File: src/rtl/neopx_stream_serializer.sv
// neopx_stream_serializer: AXI-Stream fed WS2812/SK6812 one-wire serializer with
// a one-entry holding buffer, gapless pixel chaining and automatic end-of-frame latch.
module neopx_stream_serializer #(
    parameter int BITS_PER_PIXEL = 24,
    parameter int T0H            = 28,
    parameter int T0L            = 61,
    parameter int T1H            = 57,
    parameter int T1L            = 32,
    parameter int RESET_COUNT    = 6600,
    parameter int OUT_INVERT     = 0,
    parameter int CNT_W          = 16
) (
    input  logic        axis_aclk,
    input  logic        axis_aresetn,
    input  logic [31:0] s_axis_data,
    input  logic        s_axis_valid,
    input  logic        s_axis_last,
    output logic        s_axis_ready,
    output logic        o_serial,
    output logic        o_busy,
    output logic        o_underrun,
    output logic        o_frame_done
);
    typedef enum logic [1:0] {IDLE, HIGH, LOW, LATCH} state_e;

    localparam int IW = $clog2(BITS_PER_PIXEL);
    localparam logic [IW-1:0] LAST_BIT = IW'(BITS_PER_PIXEL - 1);
    localparam logic [CNT_W-1:0] C0H = CNT_W'(T0H - 1);
    localparam logic [CNT_W-1:0] C0L = CNT_W'(T0L - 1);
    localparam logic [CNT_W-1:0] C1H = CNT_W'(T1H - 1);
    localparam logic [CNT_W-1:0] C1L = CNT_W'(T1L - 1);
    localparam logic [CNT_W-1:0] CRST = CNT_W'(RESET_COUNT - 1);
    localparam logic INV = OUT_INVERT != 0;

    if (BITS_PER_PIXEL < 8 || BITS_PER_PIXEL > 32 || T0H < 1 || T0L < 1 || T1H < 1 ||
        T1L < 1 || RESET_COUNT < 1 || T0H > 2**CNT_W || T0L > 2**CNT_W ||
        T1H > 2**CNT_W || T1L > 2**CNT_W || RESET_COUNT > 2**CNT_W) begin : g_param_err
        $error("neopx_stream_serializer: illegal parameter value");
    end

    state_e            state_q, state_d;
    logic [31:0]       sh_q, sh_d, buf_q, buf_d;
    logic              bufv_q, bufv_d, bufl_q, bufl_d, cur_last_q, cur_last_d;
    logic [IW-1:0]     bit_q, bit_d;
    logic [CNT_W-1:0]  cnt_q, cnt_d;
    logic              alive_q, ser_q, ur_q, fd_q, ser_d, ur_d, fd_d;
    logic              accept, take;

    assign s_axis_ready = alive_q && !bufv_q;
    assign accept       = s_axis_valid && s_axis_ready;
    assign o_serial     = ser_q;
    assign o_busy       = state_q != IDLE || bufv_q;
    assign o_underrun   = ur_q;
    assign o_frame_done = fd_q;

    always_comb begin
        state_d    = state_q;
        sh_d       = sh_q;
        bit_d      = bit_q;
        cnt_d      = cnt_q;
        cur_last_d = cur_last_q;
        take       = 1'b0;
        case (state_q)
            IDLE:  take = bufv_q;
            HIGH: begin
                state_d = cnt_q == '0 ? LOW : HIGH;
                cnt_d   = cnt_q == '0 ? (sh_q[31] ? C1L : C0L) : cnt_q - 1'b1;
            end
            LOW: begin
                if (cnt_q != '0) begin
                    cnt_d = cnt_q - 1'b1;
                end else if (bit_q != LAST_BIT) begin
                    state_d = HIGH;
                    sh_d    = sh_q << 1;
                    bit_d   = bit_q + 1'b1;
                    cnt_d   = sh_q[30] ? C1H : C0H;
                end else if (cur_last_q) begin
                    state_d = LATCH;
                    cnt_d   = CRST;
                end else begin
                    take    = bufv_q;
                    state_d = IDLE;
                end
            end
            default: begin
                cnt_d   = cnt_q == '0 ? cnt_q : cnt_q - 1'b1;
                take    = cnt_q == '0 && bufv_q;
                state_d = cnt_q == '0 ? IDLE : LATCH;
            end
        endcase
        // A waiting pixel starts its first high right away, with no gap cycle
        if (take) begin
            state_d    = HIGH;
            sh_d       = buf_q;
            bit_d      = '0;
            cur_last_d = bufl_q;
            cnt_d      = buf_q[31] ? C1H : C0H;
        end
        bufv_d = accept ? 1'b1 : (take ? 1'b0 : bufv_q);
        buf_d  = accept ? s_axis_data : buf_q;
        bufl_d = accept ? s_axis_last : bufl_q;
        // Pulses are predicted one cycle ahead so they coincide with the final cycle
        ur_d   = state_d == LOW && cnt_d == '0 && bit_d == LAST_BIT && !cur_last_d && !bufv_d;
        fd_d   = state_d == LATCH && cnt_d == '0;
        ser_d  = (state_d == HIGH) ^ INV;
    end

    always_ff @(posedge axis_aclk or negedge axis_aresetn) begin
        if (!axis_aresetn) begin
            state_q    <= IDLE;
            sh_q       <= '0;
            buf_q      <= '0;
            bufv_q     <= 1'b0;
            bufl_q     <= 1'b0;
            cur_last_q <= 1'b0;
            bit_q      <= '0;
            cnt_q      <= '0;
            alive_q    <= 1'b0;
            ser_q      <= INV;
            ur_q       <= 1'b0;
            fd_q       <= 1'b0;
        end else begin
            state_q    <= state_d;
            sh_q       <= sh_d;
            buf_q      <= buf_d;
            bufv_q     <= bufv_d;
            bufl_q     <= bufl_d;
            cur_last_q <= cur_last_d;
            bit_q      <= bit_d;
            cnt_q      <= cnt_d;
            alive_q    <= 1'b1;
            ser_q      <= ser_d;
            ur_q       <= ur_d;
            fd_q       <= fd_d;
        end
    end
endmodule

File: config.mk
export PLATFORM = sky130hd
export DESIGN_NAME = neopx_stream_serializer
export DESIGN_NICKNAME = d
export VERILOG_FILES = /design/src/rtl/neopx_stream_serializer.sv
export SDC_FILE = /design/constraint.sdc
export NUM_CORES = 1
export LEC_CHECK = 0
export BUFFER_PORTS_ARGS = -buffer_cell sky130_fd_sc_hd__buf_2
export CAP_MARGIN = 40
export CORE_MARGIN = 2
export CORE_UTILIZATION = 35
export CTS_BUF_LIST = sky130_fd_sc_hd__clkbuf_8 sky130_fd_sc_hd__clkbuf_16
export DETAILED_ROUTE_END_ITERATION = 7
export GPL_TIMING_DRIVEN = 1
export PLACE_DENSITY_LB_ADDON = 0.05
export SKIP_CTS_REPAIR_TIMING = 1
export SLEW_MARGIN = 0
export SYNTH_ARGS = -nofsm -noshare
export SYNTH_HDL_FRONTEND = slang
export SYNTH_SLANG_ARGS = --single-unit
export TNS_END_PERCENT = 100
File: constraint.sdc
create_clock -name axis_aclk -period 8 [get_ports axis_aclk]
set_clock_uncertainty 0.05 [all_clocks]
set_input_delay 0 -clock axis_aclk [delete_from_list [all_inputs] [get_ports axis_aclk]]
set_output_delay 0 -clock axis_aclk [all_outputs]
set_load 0.02 [all_outputs]
# == Word level (Yosys, flattened, before mapping) ==
# Cells that the tools add are included.
# word_totals
inputBits,36
reg_bits,94
word_cells,74
# classes
eq_ne,8
n_reduce_logical,20
n_mux,32
addsub,2
# op_table
cell,n
$mux W32,4
$mux W16,6
$pmux W16 S3,1
$logic_not A16 Y1,2
$mux W5,4
$mux W6,3
$reduce_bool A16 Y1,1
$sub A16 B1 Y16 const B,1
$mux W2,6
$logic_and A1 B1 Y1,8
$eq A2 B2 Y1 const B,3
$mux W1,6
$pmux W2 S3,1
$reduce_bool A2 Y1,3
$add A5 B1 Y5 const B,1
$eq A5 B5 Y1 const B,1
$ne A5 B5 Y1 const B,1
$eq A2 B1 Y1 const B,2
$logic_not A1 Y1,3
$pmux W1 S3,1
$reduce_and A3 Y1,1
$logic_not A2 Y1,1
$ne A2 B2 Y1 const B,1
$logic_or A1 B1 Y1,1

# == Depth between registers and ports, before layout ==
# Gate-level depths: netlist (run 1).
# logic_depth
word_depth,10
depth_mapped,11
mapped_depth_nobuf,9

# == Worst setup path before layout (run 1) ==
# Ideal clock, no wire load.
# synth_path
kind,reg2reg
startpoint,reg cnt_q[1]
endpoint,reg ur_q (netlist: o_underrun)
setup_ns,0.121
setup_slack_ns,5.489
stages_incl_launch_ff,10
arrival_ns,2.340
path_buffers,0
required_ns,7.829
path_cell_list,dfrtp_1 -> inv_1 -> ha_1 -> nor4b_4 -> nand4_4 -> o2bb2ai_1 -> a2111oi_4 -> and4bb_1 -> and4_1 -> and4b_1
# synth_between
word_cells_on_any_way,33
cone_classes,add/sub: 1; eq/ne: 2; mux: 20; reduce/logical: 10
# synth_lines
element,line_no,rtl
"start, declared",45,"logic [CNT_W-1:0] cnt_q, cnt_d;"
"start signal, assigned",130,cnt_q <= cnt_d;
"$sub A16 B1 Y16, or another cell as far along","67, 71, 86",
"$mux W16, or another cell as far along",86,cnt_d = cnt_q == '0 ? cnt_q : cnt_q - 1'b1;
$pmux W16 S3 / $pmux W1 S3 (equally long branches),63,case (state_q)
$mux W16 (*),92,if (take) begin
net cnt_d[6],45,
$logic_not A16 Y1 (*),103,ur_d = state_d == LOW && cnt_d == '0 && bit_d == LAST_BIT && !cur_last_d && !bufv_d;
$logic_and A1 B1 Y1 (*) (4 in series),103,
net ur_d,46,"logic alive_q, ser_q, ur_q, fd_q, ser_d, ur_d, fd_d;"
"end signal, assigned",133,ur_q <= ur_d;
"end, declared",46,
# The timed path passes the listed nets; every way through them passes the cells marked *.
# A chain may end at the register's enable or synchronous reset.

# == Worst setup path after layout (run 1) ==
# layout_path
startpoint,reg cnt_q[1]
endpoint,reg sh_q[0]
# layout_between
elab_chain_cells,5
word_cells_on_any_way,10
cone_classes,eq/ne: 1; mux: 3; reduce/logical: 6
# layout_rtl
element,line_no,rtl
$reduce_bool A16 Y1 / $logic_not A16 Y1 (equally long branches),"70, 87",
$mux W1 / $logic_and A1 B1 Y1 (equally long branches),"70, 87",
$pmux W1 S3,63,
$ne A2 B2 Y1 (no source line) / $reduce_bool A2 Y1 (equally long branches),n/a,
$reduce_and A3 Y1 (no source line),n/a,
"end signal, assigned",111,sh_q <= '0;
"end signal, assigned",124,sh_q <= sh_d;
"end, declared",42,"logic [31:0] sh_q, sh_d, buf_q, buf_d;"
# Several ways; a longest one is shown, not always the timed one.

==> results.toml, run 1 <==
[clock_tree]
path_clk_slew_ns = 0.07
clk_latency_ns = 0.35
cts_made_buffers = 9
clkSinkCount = 94
root_buffer = "clkbuf_16"
cts.path.max_buffers = 2
cts_tree = "done"
cts_max_level = 3

[finish]
fill_cells = 1308
diodes = 0
multi_input_area_sq_mm = 0.002245
syn_to_final_growth_pct = 22.13
drive_above_1_share = 0.2178
seqCellArea_sq_mm = 0.002352
final_net_count = 562
fin_cells = 704

[placed_design]
hpwl_um = 7524
io_buffers = 40
dp.cells = 654
routabilityCongestion = 0.8745

[critical_path]
cp_max_fo = 30
worst_path_largest_cell_delay_ns = 0.92
critPathSlowestCell = "a211oi_4"
critical_path_class = "flop to flop"
arrival_ns = 3.96
worstPathRequired_ns = 8.19
path_cells = "inv_1 > ha_1 > nor4b_4 > nand4_4 > a211oi_4 > buf_4 > nor2_2 > buf_8 > a22o_1"
startpoint_type = "flop"
worstSetupEndpointType = "flop"

[synth]
synth_area_leaders = "dfrtp_1, mux2_2, nand2_1"
synth_fp_nets = 494
yosysMostFrequentCell = "dfrtp_1"
synth_edf_count = 0
netlist_instances = 455
ys_async_sr_fraction = 1.000
yosysSeqAreaShare = 0.4971
synth_area_per_cell_sq_um = 10.40
yosysTopAreaCell = "dfrtp_1"
synth_ff_type = "dfrtp_1"
ys_top_cells_by_count = "dfrtp_1, nand2_1, a22oi_1"
synth-seq-cells = 94
synth_top_area_frac = 0.4971
synth_cell_types = 60
yosys_warnings = 0
syn_area_sq_mm = 0.004732

[timing]
final_max_slew_viol_count = 0
layout_min_cycle_time_ns = 3.764
rsz0062_at_grt = "no"
worstMarginPinSlew_ns = 0.8940
fin_crit_sh = 0.4705
slew_headroom = 0.4021
hold_viol = 0
setup_viol = 0
tns_ns = 0
fmax_ghz = 0.2657

[die]
die_y_um = 120.3
dieArea_sq_mm = 0.01447
std_cell_rows = 42
pin_count = 41
initial_utilization = 0.3573
design.core.area_sq_mm = 0.01324
die_w_um = 120.3

[grt]
antenna_found_initial = 0
grt_pass1_vias = 3546
gr-total-overflow = 0
grt_pass1_wl_um = 18510
grt_util_all_layers = 0.1646
grt_max_degree = 51

[route]
via_per_inst = 5.276
totalWireLength_um = 11300
wl_per_cell_um = 16.05
first_pass_iters = 4
drc = 0
drtAntennaViolNets = 0
drtIter0Drc = 193
routed-via-count = 3714

[power_and_ir_drop]
ir_drop_mv = 0.1707
power.internal_uw = 885.8
seq_power_share = 0.515
powerDensity_mw_per_mm2 = 200.0
pwr-share-clk = 0.387
power.leakage_nw = 2.606
comb_power_share = 0.098
p_switching_uw = 270.3
switching_share = 0.2338

[hold_path]
hold_class = "input port to asynchronous set/reset pin"

[run_status]
status = "completed"

[run]
drv_cap = 0
layout make-up:
class	count	share of cell area
tap	176	0.03810
clock buffer	11	0.04373
clock inverter	5	0.009742
inverter	8	0.005196
multi-input combinational	329	0.3884
timing repair buffer	81	0.1078
sequential	94	0.4070
layout by cell type (no fill, tap or decap), types with 3 or more instances in the layout:
cell	n
a2111oi_4	3
a22oi_1	35
nand3_1	7
clkbuf_16	9
nand4_1	6
inv_1	9
dfrtp_1	94
and4_1	3
a31oi_1	4
buf_4	6
nor2b_1	3
nor3_1	16
nor2_1	20
o31ai_1	4
o21ai_0	13
mux2_2	34
a211oi_1	3
nand2b_1	3
a21oi_1	21
and4b_1	3
ha_1	3
dlygate4sd3_1	34
o211ai_1	3
mux2i_1	6
or3_1	3
nand2_1	93
or4_1	3
buf_2	39
state kept, by name, summed over array words and instances (netlist names), 2 cells and up:
signal   flops
buf_q       32
sh_q        32
cnt_q       16
bit_q        5
state_q      2
cells by family after synthesis:
kind of cell | after synthesis | synth area share
mux | 40 | 0.09360
flops | 94 | 0.4971
other cells | 1 | 0.0007925
compound gates | 100 | 0.1594
buf+inv | 32 | 0.03067
xor+xnor | 4 | 0.007405
simple gates | 181 | 0.2031
fa+ha+maj | 3 | 0.007933
power by group through the flow:
stage | clock network (mW) | registers [mW] | logic (mW)
after detailed placement | 0 | 0.606 | 0.103
after CTS | 0.464 | 0.597 | 0.104
final | 0.448 | 0.595 | 0.113
after floorplan | 0 | 0.586 | 0.0739
after global placement | 0 | 0.608 | 0.0978
after global routing | 0.483 | 0.608 | 0.127
critical path, delay by kind of cell (launching register included):
kind                     cells  cell delay [ns]
flip-flops                   1             0.44
AND/OR/NAND/NOR              3             0.99
adder cells (fa/ha/maj)      1             0.21
AO/OA/AOI/OAI                2             1.10
buffers and inverters        3             0.82
worst paths after layout:
check	from	to	depth (start not counted)	slack (ns)
max	cnt_q[1]$_DFF_PN0_	sh_q[0]$_DFFE_PN0P_	9	4.24
min	axis_aresetn	cnt_q[6]$_DFF_PN0_	2	0.07
max reg2reg	cnt_q[1]$_DFF_PN0_	sh_q[0]$_DFFE_PN0P_	9	4.24
min reg2reg	sh_q[17]$_DFFE_PN0P_	sh_q[17]$_DFFE_PN0P_	2	0.43
max in group asynchronous	axis_aresetn	sh_q[30]$_DFFE_PN0P_	4	6.91
min in group axis_aclk	s_axis_valid	bufv_q$_DFF_PN0_	4	0.15
per-stage QoR:
step	util	area [sq um]	worst slack [ns]	power (mW)	hold WS [ns]
6_report	0.4364	5779	4.236	1.156	0.07324
5_1_grt	0.4364	5779	3.911	1.217	0.1199
3_5_place_dp	0.3874	5130	4.216	0.7098	-0.07504
3_3_place_gp	0.3842	5087	4.313	0.7057	-0.08028
2_1_floorplan	-	4732	5.489	0.6594	-0.3456
4_1_cts	0.4107	5439	4.207	1.165	-0.4615
metal layers:
metal | part of all wire | GRT usage | vias up
met2 | 0.48 | 0.2571 | 78
met1 | 0.46 | 0.2174 | 1823
met3 | 0.046 | 0.04906 | 18
met4 | 0.020 | 0.05887 | 0
met5 | 0 | 0 | -
li1 | - | - | 1795
Note: power is estimated with default switching activity, not from simulation.
==> inputs of run 2 (changes only) <==
Clock period 8 ns to 3.1 ns, I/O delays scaled along.
==> results.toml, run 2 (synthesis results as in run 1) <==
[finish]
drive_above_1_share = 0.2440
fin_cells = 721
syn_to_final_growth_pct = 25.07
final_util = 0.4469
seqCellArea_sq_mm = 0.002352
multi_input_area_sq_mm = 0.002245
mostFrequentLayoutCells = "dfrtp_1, nand2_1, buf_2"
mostFrequentLayoutCell = "dfrtp_1"
final_net_count = 579
fill_cells = 1306
reg.largest.list = "buf_q x32, sh_q x32, cnt_q x16"
diodes = 0

[placed_design]
io_buffers = 40
dp.cells = 670
routabilityCongestion = 0.8462
pre_cts_ws_ns = 0.2330
hpwl_um = 8284

[critical_path]
rr_endpoint = "o_frame_done$_DFF_PN0_"
r2r_setup_slack_ns = 0.26
worstPathRequired_ns = 3.31
rr_worst_depth = 10
startpoint_type = "flop"
setup.worst_path.start = "cnt_q[1]$_DFF_PN0_"
worstReg2RegStart = "cnt_q[1]$_DFF_PN0_"
worstSetupEndpointType = "flop"
critical_path_class = "flop to flop"
cp_max_fo = 15
arrival_ns = 3.05

[clock_tree]
path_clk_slew_ns = 0.07
cts_tree = "done"
clkSinkCount = 94
cts_max_level = 3
root_buffer = "clkbuf_16"
cts.path.max_buffers = 2
clk_latency_ns = 0.36
cts_made_buffers = 9

[timing]
slew_headroom = 0.4446
worstMarginPinSlew_ns = 0.8300
worst_slack_ns = 0.2621
fmax_ghz = 0.3524
rsz0062_at_grt = "no"
fin_crit_sh = 0.9155
final_max_slew_viol_count = 0
hold_viol = 0
layout_min_cycle_time_ns = 2.838
tns_ns = 0
setup_viol = 0

[run]
drv_cap = 0

[hold_path]
hold_class = "input port to asynchronous set/reset pin"

[die]
std_cell_rows = 42
pin_count = 41
die_y_um = 120.3
design.core.area_sq_mm = 0.01324
dieArea_sq_mm = 0.01447
initial_utilization = 0.3573
die_w_um = 120.3

[power_and_ir_drop]
powerDensity_mw_per_mm2 = 515.2
power.leakage_nw = 2.691
ir_drop_mv = 0.5001

[grt]
grt_pass1_wl_um = 19910
grt_max_degree = 45
gr-total-overflow = 0
grt_util_all_layers = 0.1764
grt_pass1_vias = 3686
antenna_found_initial = 0

[run_status]
status = "completed"

[route]
totalWireLength_um = 12100
wl_per_cell_um = 16.79
routed-via-count = 3768
drtIter0Drc = 261
drtAntennaViolNets = 0
via_per_inst = 5.226
drc = 0
first_pass_iters = 4
-- run 2: changes by cell type in the layout (fill, tap and decap cells not counted), sizes merged --
cell	delta
buf	+17
clkbuf	-2
bufinv	+1
inv	+1
-- run 2: critical path, cell delays in order (launching register included) --
cell and delay (ns):
dfrtp_1 0.46, inv_1 0.16, ha_1 0.21, nor4b_4 0.30, nand4_4 0.23, buf_4 0.27, a2111oi_4 0.34, a221oi_2 0.09
a2111oi_4 0.31, nand2_1 0.11, nor4b_2 0.21
-- run 2: worst max path at each step --
stage	endpoint	slack, ns	cells after the start
2_1_floorplan	o_underrun$_DFF_PN0_	0.59	9
3_3_place_gp	o_frame_done$_DFF_PN0_	0.29	10
3_5_place_dp	o_frame_done$_DFF_PN0_	0.23	10
4_1_cts	o_frame_done$_DFF_PN0_	0.20	10
5_1_grt	o_frame_done$_DFF_PN0_	0.03	10
6_report	o_frame_done$_DFF_PN0_	0.26	10
-- run 2: metal layers --
layer / up-vias / GRT usage / wire length (um)
met4: 0 / 0.05378 / 192
met1: 1840 / 0.2428 / 5808
met2: 78 / 0.2717 / 5569
met5: - / 0 / 0
li1: 1835 / - / -
met3: 15 / 0.04858 / 533
-- run 2: area by class of cell --
| class | instances | share of cell area |
|---|---|---|
| tap | 176 | 0.03721 |
| inverter | 8 | 0.005074 |
| timing repair buffer | 98 | 0.1256 |
| clock inverter | 7 | 0.01734 |
| multi-input combinational | 329 | 0.3793 |
| sequential | 94 | 0.3975 |
| clock buffer | 9 | 0.03805 |
-- run 2: metrics by stage --
step | area, sq um | total power, mW | hold slack, ns
6_report | 5918 | 3.049 | 0.08394
5_1_grt | 5918 | 3.207 | 0.1161
4_1_cts | 5570 | 3.070 | -0.4489
3_5_place_dp | 5243 | 1.824 | -0.06710
3_3_place_gp | 5215 | 1.806 | 0.1800
2_1_floorplan | 4732 | 1.702 | -0.3456
-- run 2: where the power goes --
group | leakage [nW] | switching, mW | total, mW | internal, mW
Combinational | 1.31 | 0.0977 | 0.295 | 0.197
Clock | 0.162 | 0.508 | 1.23 | 0.718
Sequential | 1.22 | 0.109 | 1.53 | 1.42
